File: src/rtl/dec_syndrome_if.sv
// Syndrome stage bus: received beats in, syndromes out.
// Master drives codeword beats, slave returns results.
interface dec_syndrome_if #(
  parameter int M = 8,
  parameter int P = 16,
  parameter int R = 16
);
  logic                  in_valid;
  logic                  in_sop;
  logic [P-1:0][M-1:0]   data_in;
  logic                  syn_valid;
  logic [R-1:0][M-1:0]   syn_data;
  logic                  syn_zero;
  logic                  frm_err;

  modport master (
    output in_valid,
    output in_sop,
    output data_in,
    input  syn_valid,
    input  syn_data,
    input  syn_zero,
    input  frm_err
  );

  modport slave (
    input  in_valid,
    input  in_sop,
    input  data_in,
    output syn_valid,
    output syn_data,
    output syn_zero,
    output frm_err
  );
endinterface

File: src/rtl/dec_syndrome.sv
// RS decoder syndrome stage: parallel Horner evaluation
// of S_j = r(alpha^(FCR+j)) at P symbols per beat.
module dec_syndrome #(
  parameter int EGF_ORDER    = 8,
  parameter int EGF_PRIM_POL = 'h11D,
  parameter int RS_COD_LEN   = 255,
  parameter int RS_MES_LEN   = 239,
  parameter int ENC_SYM_NUM  = 16,
  parameter int FCR          = 0
) (
  input logic           clk,
  input logic           rst_n,
  dec_syndrome_if.slave bus
);
  localparam int M     = EGF_ORDER;
  localparam int P     = ENC_SYM_NUM;
  localparam int R     = RS_COD_LEN - RS_MES_LEN;
  localparam int ORD   = (1 << M) - 1;
  localparam int BEATS = (RS_COD_LEN + P - 1) / P;
  localparam int PAD   = (P - RS_COD_LEN % P) % P;
  localparam int CW    = $clog2(BEATS + 1);

  localparam logic [M-1:0] POLY = M'(EGF_PRIM_POL);

  typedef logic [M-1:0]                sym_t;
  typedef logic [R-1:0][M-1:0]         syn_t;
  typedef logic [R-1:0][P-1:0][M-1:0]  tap_t;
  typedef enum logic {IDLE, ACC}       state_t;

  function automatic sym_t mulx(input sym_t a);
    return {a[M-2:0], 1'b0} ^ (POLY & {M{a[M-1]}});
  endfunction

  function automatic sym_t gf_mul(input sym_t a, input sym_t b);
    sym_t p;
    sym_t x;
    p = '0;
    x = a;
    for (int k = 0; k < M; k++) begin
      if (b[k]) p = p ^ x;
      x = mulx(x);
    end
    return p;
  endfunction

  function automatic sym_t root(input int j);
    sym_t a;
    a = sym_t'(1);
    for (int k = 0; k < (FCR + j) % ORD; k++) a = mulx(a);
    return a;
  endfunction

  function automatic tap_t gen_tap();
    tap_t t;
    sym_t c;
    for (int j = 0; j < R; j++) begin
      c = sym_t'(1);
      for (int i = 0; i < P; i++) begin
        t[j][i] = c;
        c = gf_mul(c, root(j));
      end
    end
    return t;
  endfunction

  function automatic syn_t gen_fb();
    syn_t f;
    sym_t c;
    for (int j = 0; j < R; j++) begin
      c = sym_t'(1);
      for (int i = 0; i < P; i++) c = gf_mul(c, root(j));
      f[j] = c;
    end
    return f;
  endfunction

  localparam tap_t TAP = gen_tap();
  localparam syn_t FB  = gen_fb();

  state_t        state;
  logic [CW-1:0] cnt;
  syn_t          acc;
  syn_t          beat_sum;
  syn_t          acc_next;
  syn_t          syn_q;
  logic          valid_q;
  logic          zero_q;
  logic          ferr_q;
  logic          last_beat;

  assign last_beat = (cnt == CW'(BEATS - 1));

  // Beat contribution per root, pad slots of a first beat masked off.
  always_comb begin
    sym_t d;
    d        = '0;
    beat_sum = '0;
    acc_next = '0;
    for (int j = 0; j < R; j++) begin
      for (int i = 0; i < P; i++) begin
        d = (bus.in_sop && i >= P - PAD) ? '0 : bus.data_in[i];
        beat_sum[j] = beat_sum[j] ^ gf_mul(d, TAP[j][i]);
      end
      acc_next[j] = gf_mul(acc[j], FB[j]) ^ beat_sum[j];
    end
  end

  // Framing FSM, accumulators and registered result.
  always_ff @(posedge clk) begin
    if (!rst_n) begin
      state   <= IDLE;
      cnt     <= '0;
      acc     <= '0;
      syn_q   <= '0;
      valid_q <= 1'b0;
      zero_q  <= 1'b0;
      ferr_q  <= 1'b0;
    end else begin
      valid_q <= 1'b0;
      ferr_q  <= 1'b0;
      if (bus.in_valid) begin
        if (bus.in_sop) begin
          ferr_q <= (state == ACC);
          acc    <= beat_sum;
          cnt    <= CW'(1);
          state  <= ACC;
        end else if (state == IDLE) begin
          ferr_q <= 1'b1;
        end else if (last_beat) begin
          valid_q <= 1'b1;
          syn_q   <= acc_next;
          zero_q  <= (acc_next == '0);
          acc     <= '0;
          cnt     <= '0;
          state   <= IDLE;
        end else begin
          acc <= acc_next;
          cnt <= cnt + CW'(1);
        end
      end
    end
  end

  assign bus.syn_valid = valid_q;
  assign bus.syn_data  = syn_q;
  assign bus.syn_zero  = zero_q;
  assign bus.frm_err   = ferr_q;
endmodule

File: src/flat_wrapper.sv
// flat-port wrapper written by rule: the top's interface ports become plain ports
module dec_syndrome_flat 
#(
  parameter int EGF_ORDER    = 8,
  parameter int EGF_PRIM_POL = 'h11D,
  parameter int RS_COD_LEN   = 255,
  parameter int RS_MES_LEN   = 239,
  parameter int ENC_SYM_NUM  = 16,
  parameter int FCR          = 0
)
  (clk, rst_n, bus_in_valid, bus_in_sop, bus_data_in, bus_syn_valid, bus_syn_data, bus_syn_zero, bus_frm_err);
  dec_syndrome_if #(.M((8)), .P((16)), .R(((255) - (239)))) bus_i ();
  input logic clk;
  input logic rst_n;
  input wire logic [$bits(bus_i.in_valid)-1:0] bus_in_valid;
  input wire logic [$bits(bus_i.in_sop)-1:0] bus_in_sop;
  input wire logic [$bits(bus_i.data_in)-1:0] bus_data_in;
  output wire logic [$bits(bus_i.syn_valid)-1:0] bus_syn_valid;
  output wire logic [$bits(bus_i.syn_data)-1:0] bus_syn_data;
  output wire logic [$bits(bus_i.syn_zero)-1:0] bus_syn_zero;
  output wire logic [$bits(bus_i.frm_err)-1:0] bus_frm_err;
  assign bus_i.in_valid = bus_in_valid;
  assign bus_i.in_sop = bus_in_sop;
  assign bus_i.data_in = bus_data_in;
  assign bus_syn_valid = bus_i.syn_valid;
  assign bus_syn_data = bus_i.syn_data;
  assign bus_syn_zero = bus_i.syn_zero;
  assign bus_frm_err = bus_i.frm_err;
  dec_syndrome #(.EGF_ORDER(EGF_ORDER), .EGF_PRIM_POL(EGF_PRIM_POL), .RS_COD_LEN(RS_COD_LEN), .RS_MES_LEN(RS_MES_LEN), .ENC_SYM_NUM(ENC_SYM_NUM), .FCR(FCR)) u_core (.clk(clk), .rst_n(rst_n), .bus(bus_i));
endmodule
File: config.mk
export PLATFORM = sky130hd
export DESIGN_NAME = dec_syndrome_flat
export DESIGN_NICKNAME = d
export VERILOG_FILES = /design/src/rtl/dec_syndrome_if.sv /design/src/rtl/dec_syndrome.sv /design/src/flat_wrapper.sv
export SDC_FILE = /design/constraint.sdc
export NUM_CORES = 2
export LEC_CHECK = 0
export BUFFER_PORTS_ARGS = -buffer_cell sky130_fd_sc_hd__buf_2
export CAP_MARGIN = 20
export CORE_MARGIN = 2
export CORE_UTILIZATION = 50
export CTS_BUF_LIST = sky130_fd_sc_hd__clkbuf_2
export CTS_CLUSTER_SIZE = 10
export DETAILED_ROUTE_END_ITERATION = 8
export PLACE_DENSITY = 0.78
export REMOVE_ABC_BUFFERS = 1
export SETUP_SLACK_MARGIN = 0.4
export SYNTH_ARGS = -nofsm -noshare
export SYNTH_HDL_FRONTEND = slang
export SYNTH_SLANG_ARGS = --single-unit
File: constraint.sdc
create_clock -name clk -period 5.42 [get_ports clk]
set_input_delay 0.542 -clock clk [delete_from_list [all_inputs] [get_ports clk]]
set_output_delay 0.542 -clock clk [all_outputs]
set_load 0.01 [all_outputs]
==> parameters.txt, run 1 <==
Parameter                              Value

Synth
  Proportion of synthesized chip area in sequential cells    9.965%
  Count of flip-flops with a built-in enable after synthesis    0
  Proportion of register bits with asynchronous set or reset after synthesis    0%
  Post-synthesis register bit count    265
  Avg Inst Size Synth    10.01 um2
  Main synth FF type    dfxtp_1
  Post-synth cell types    58
  Synth warnings    0
  Instance count of the mapped netlist    5316
  Syn Std Cell Area    53240 um2

Clocking
  Resize count post-CTS    0
  Number of clock buffers inserted by TritonCTS    59
  Cell at the root of the clock tree    clkbuf_2
  Max H-tree Level    2
  TritonCTS sink count    265
  Largest buffer count on any clock path    3

GRT
  GR Overflow Total    808
  Global-route wire length before repair    595.6 mm
  GRT Overall Usage    80.78%
  Vias in the first global route    59040
  Largest net degree at the start of global routing    163

Placement
  Input/output buffers    262
  Last weighted congestion value of the routability-driven placer    1.553
  DP Area    67080 um2
  Half-perimeter wire length of the detailed placement result    329.6 mm

Run status
  Last stage reached    5_1_grt
  Error msg    [ERROR GRT-0116] Global routing finished with congestion. Check the congestion regions in the DRC Viewer.
  Result of the run    did not finish

Floorplan
  Initial core utilization    50.50%
  Horizontal die dimension    330.3 um
  Num ports    263
  Die Y    330.3 um
  Number of rows in the core area    119
[repair_timing]
| item | CTS |
|---|---|
| hold buffers | 3 |
| setup buffers | 0 |
| endpoints found under the hold margin | 7 |
[stage by stage]
step	hold slack (ns)	instances	setup TNS [ns]	worst slack, ns
after floorplan	0.4207	4964	-1006.70	-5.240
after global placement	0.4380	8102	-0.3127	-0.3127
after detailed placement	0.4446	8106	-0.2595	-0.2595
after CTS	0.2738	8213	0	0.8718
[logic make-up after synthesis]
kind of cell	share of synthesized area (%)
XOR/XNOR	74.96
multiplexers	1.340
AO/OA/AOI/OAI	4.896
flip-flops	9.965
buffers and inverters	3.062
AND/OR/NAND/NOR	5.725
adder cells (fa/ha/maj)	0.04700
[cell usage after synthesis, types with 5 or more instances]
| cell type | instances | area share [%] |
|---|---|---|
| a311oi_1 | 9 | 0.15 |
| o22ai_1 | 11 | 0.13 |
| buf_4 | 18 | 0.25 |
| xnor2_1 | 2219 | 37 |
| mux2i_1 | 60 | 1.1 |
| xor2_2 | 9 | 0.27 |
| nand2_1 | 96 | 0.68 |
| xor2_1 | 578 | 9.5 |
| nor4_1 | 8 | 0.094 |
| xnor2_2 | 59 | 1.8 |
| nor2b_1 | 12 | 0.14 |
| o221ai_1 | 41 | 0.67 |
| o21ai_0 | 78 | 0.73 |
| dfxtp_1 | 265 | 10 |
| a21oi_1 | 121 | 1.1 |
| nor2_1 | 459 | 3.2 |
| inv_1 | 12 | 0.085 |
| xor3_1 | 56 | 2.5 |
| nand3_1 | 10 | 0.094 |
| xnor2_4 | 5 | 0.26 |
| or3_1 | 12 | 0.14 |
| a211oi_1 | 68 | 0.96 |
| a221oi_1 | 20 | 0.33 |
| or2_2 | 5 | 0.059 |
| xnor3_1 | 564 | 24 |
| buf_1 | 27 | 0.19 |
| nor3_1 | 79 | 0.74 |
| buf_2 | 136 | 1.3 |
| a32oi_1 | 8 | 0.13 |
| a21o_1 | 18 | 0.25 |
| clkbuf_1 | 168 | 1.2 |
| nand4_1 | 22 | 0.26 |
| o211ai_1 | 10 | 0.14 |
| a222oi_1 | 6 | 0.11 |
[per-layer routing]
metal  global-route usage [%]  overflow
met1                    84.10        58
met2                    91.51       358
met3                    71.61        84
met4                    70.34       298
met5                    52.87        10
==> run 2, diff against run 1 <==
CORE_UTILIZATION = 35   (was 50)
CTS_BUF_LIST = default   (was sky130_fd_sc_hd__clkbuf_2)
CTS_CLUSTER_SIZE = default   (was 10)
PLACE_DENSITY = default   (was 0.78)
PLACE_DENSITY_LB_ADDON = 0.15   (was default)
SETUP_SLACK_MARGIN = default   (was 0.4)
==> run 2 against run 1 <==
The flow now finishes, with violations (design-rule violations, negative setup slack). Synthesized cell count unchanged. Area after synthesis unchanged.
==> parameters.txt, run 2 <==
Parameter                              Value

Setup path
  Required @ worst endpoint    5.96 ns
  Top cell by count, worst path    buf_4
  Category of the critical setup timing path    primary input to flip-flop
  Arrival time at the worst endpoint    6.17 ns
  Worst path slowest cell    xnor2_2
  CP delay by family, top    XOR/XNOR gates
  Cells along the critical path    buf_2 > buf_4 > buf_12 > xnor2_2 > buf_4 > xor3_1 > xor2_1 > xnor3_1 > xnor2_1 > xnor3_1 > buf_4 > xnor2_1 > nand4_1 > nor4b_1 > buf_4 > nand4_1 > o41ai_2
  Stages on the worst setup path    17
  Crit-path max cell delay    0.71 ns
  Number of buffer and inverter instances along the worst setup path    6
  Element type at the critical path end    flip-flop
  Worst Setup Start Kind    primary input
  Largest fanout of any net on the critical path    14
  Number of cells on the worst reg-to-reg path    12

Clocking
  Clock transition time at the flip-flop clock pins of the worst setup and hold paths    0.06 ns
  Post-CTS setup-driven buffer insertion count    0 (unchanged)
  TritonCTS sink count    265 (unchanged)
  Number of clock buffers inserted by TritonCTS    34 (was 59)
  Largest buffer count on any clock path    3 (unchanged)
  Hold_buf cts    0 (was 3)
  Latest clock arrival within the worst-skew pair    0.64 ns
  Resize count post-CTS    0 (unchanged)
  CTS tree    yes
  Cell at the root of the clock tree    clkbuf_16 (was clkbuf_2)
  Max H-tree Level    2 (unchanged)

GRT
  GR Overflow Total    0
  Global-route wire length before repair    608.9 mm
  Largest net degree at the start of global routing    150
  GRT Overall Usage    61.82%
  Vias in the first global route    51900
  Initial antenna violation count    31

Cells and area
  Area overhead of the layout relative to synthesis    33.08%
  Commonest non-fill, non-tap cell in the layout    xnor2_1
  Commonest cells after routing, fill and taps aside    2198 x xnor2_1, 1525 x buf_4, 575 x xor2_1
  Number of fill cells    14520
  Fin cells    8996
  Total number of nets in the final design    7040
  Fraction of final layout cells sized beyond drive strength 1    30.15%

Detailed routing
  Average wire per standard cell    54.73 um
  Antenna violation net count after detailed routing    0
  Iteration-0 DRC Markers    11440
  Vias/cell    6.416
  DRT Wirelength    492.3 mm
  Iteration count of the initial detailed-routing pass    9
  Number of DRC violations after detailed routing    24
  Total number of vias    57720

Timing
  RSZ-0062 raised after global routing    false
  Final critical-path setup slack    -0.2122 ns
  Transition time of the tightest slew-check pin    1.384 ns
  Total count of max-transition violations in the final report    0
  Worst Hold Slack    0.2336 ns
  Total of endpoints with negative setup slack in the final report    1
  Min cycle time layout    5.632 ns
  Tcrit/Tclk final    103.9%
  Max Clk Rate    177.6 MHz
  Clock tree skew after final layout    0.03186 ns
  Final Hold Viols    0
  Worst-case headroom to the max-slew limit    7.082%

Synth
  Avg Inst Size Synth    10.01 um2 (unchanged)
  Proportion of register bits with asynchronous set or reset after synthesis    0% (unchanged)
  Post-synth cell types    58 (unchanged)
  Commonest cells in the netlist    2219 x xnor2_1, 578 x xor2_1, 564 x xnor3_1 (unchanged)
  Largest area contributor in the netlist    xnor2_1 (unchanged)
  Post-synthesis register bit count    265 (unchanged)
  Top-area cell type share of the netlist area    36.51% (unchanged)
  Main synth FF type    dfxtp_1 (unchanged)
  Count of flip-flops with a built-in enable after synthesis    0 (unchanged)
  Instance count of the mapped netlist    5316 (unchanged)
  Proportion of synthesized chip area in sequential cells    9.965% (unchanged)
  Syn Std Cell Area    53240 um2 (unchanged)
  Synth warnings    0 (unchanged)
  Library cell with the highest instance count after synthesis    xnor2_1 (unchanged)
  Largest cells by area after synthesis    xnor2_1 37%, xnor3_1 24%, dfxtp_1 10% (unchanged)

Hold path
  Class of the most critical hold timing path    primary input to flip-flop
  Hold path cells    2

Run
  Max Cap Viol    0

Placement
  Half-perimeter wire length of the detailed placement result    400.6 mm (was 329.6 mm)
  Last weighted congestion value of the routability-driven placer    1.286 (was 1.553)
  Input/output buffers    262 (unchanged)
  Placed Cells incl. Taps    8888 (was 8106)

Floorplan
  Initial core utilization    35.13% (was 50.50%)
  Horizontal die dimension    394.0 um (was 330.3 um)
  CORE AREA    151500 um2
  Number of rows in the core area    143 (was 119)
  Die outline area    155200 um2
  Die Y    394.0 um (was 330.3 um)
  Num ports    263 (unchanged)

Run status
  Result of the run    complete, but fails checks (was did not finish)
  Violations in the final reports    design-rule violations, negative setup slack
==> run 2: cell counts after synthesis <==
Identical to the previous run, type by type.
==> run 2: cell families after synthesis <==
group / Yosys count / synth area share, %
xor gates and xnor gates: 3495 / 74.96
buffers and inverters: 366 / 3.062
and+or+nand+nor: 723 / 5.725
AOI/OAI and AO/OA: 399 / 4.896
adders and majority gates: 2 / 0.04700
muxes: 66 / 1.340
DFF: 265 / 9.965
==> run 2: per-layer routing <==
layer,routed length (um),global-route usage [%],up-vias
met5,3028,17.24,-
met4,62720,59.17,63
met3,89220,46.21,2354
met2,172200,75.88,6533
met1,165100,64.75,28250
li1,-,-,20530
==> run 2: area by class of cell <==
class	instances	area, um2	area share (%)
diodes	35	87.58	0.1236
clock buffers	41	927.1	1.309
clock inverters	20	275.3	0.3885
inverters	14	61.31	0.08654
multi-input cells	4685	46570	65.74
flip-flops and latches	265	5305	7.488
well taps	2030	2540	3.585
repair buffers	1906	15080	21.28
==> run 2: worst paths after layout <==
kind | startpoint | to | slack, ns
worst min register to register | u_core.bus.syn_data[1]$_SDFFE_PN0P_ | u_core.bus.syn_data[1]$_SDFFE_PN0P_ | 0.44
worst max-delay path | bus_data_in[110] | u_core.bus.syn_zero$_SDFFE_PN0P_ | -0.21
worst min-delay path | bus_in_valid | u_core.bus.frm_err$_SDFF_PN0_ | 0.23
worst max register to register | u_core.acc[108]$_SDFFE_PN0P_ | u_core.bus.syn_zero$_SDFFE_PN0P_ | 0.72
==> run 2: metrics by stage <==
stage	area (um2)	utilization (%)	setup WS (ns)	TNS, ns
after CTS	70560	46.56	0.002308	0
after global routing	70770	46.70	0.05169	0
after global placement	69230	45.68	-0.8287	-0.8287
after floorplan	51660	-	-5.240	-1006.70
final	70850	46.75	-0.2122	-0.2122
after detailed placement	69360	45.77	-0.6297	-0.6297
Power of run 2 is left out: the tool's default activity adds up to more than one toggle a clock period on the data nets, which glitch-free logic cannot reach.
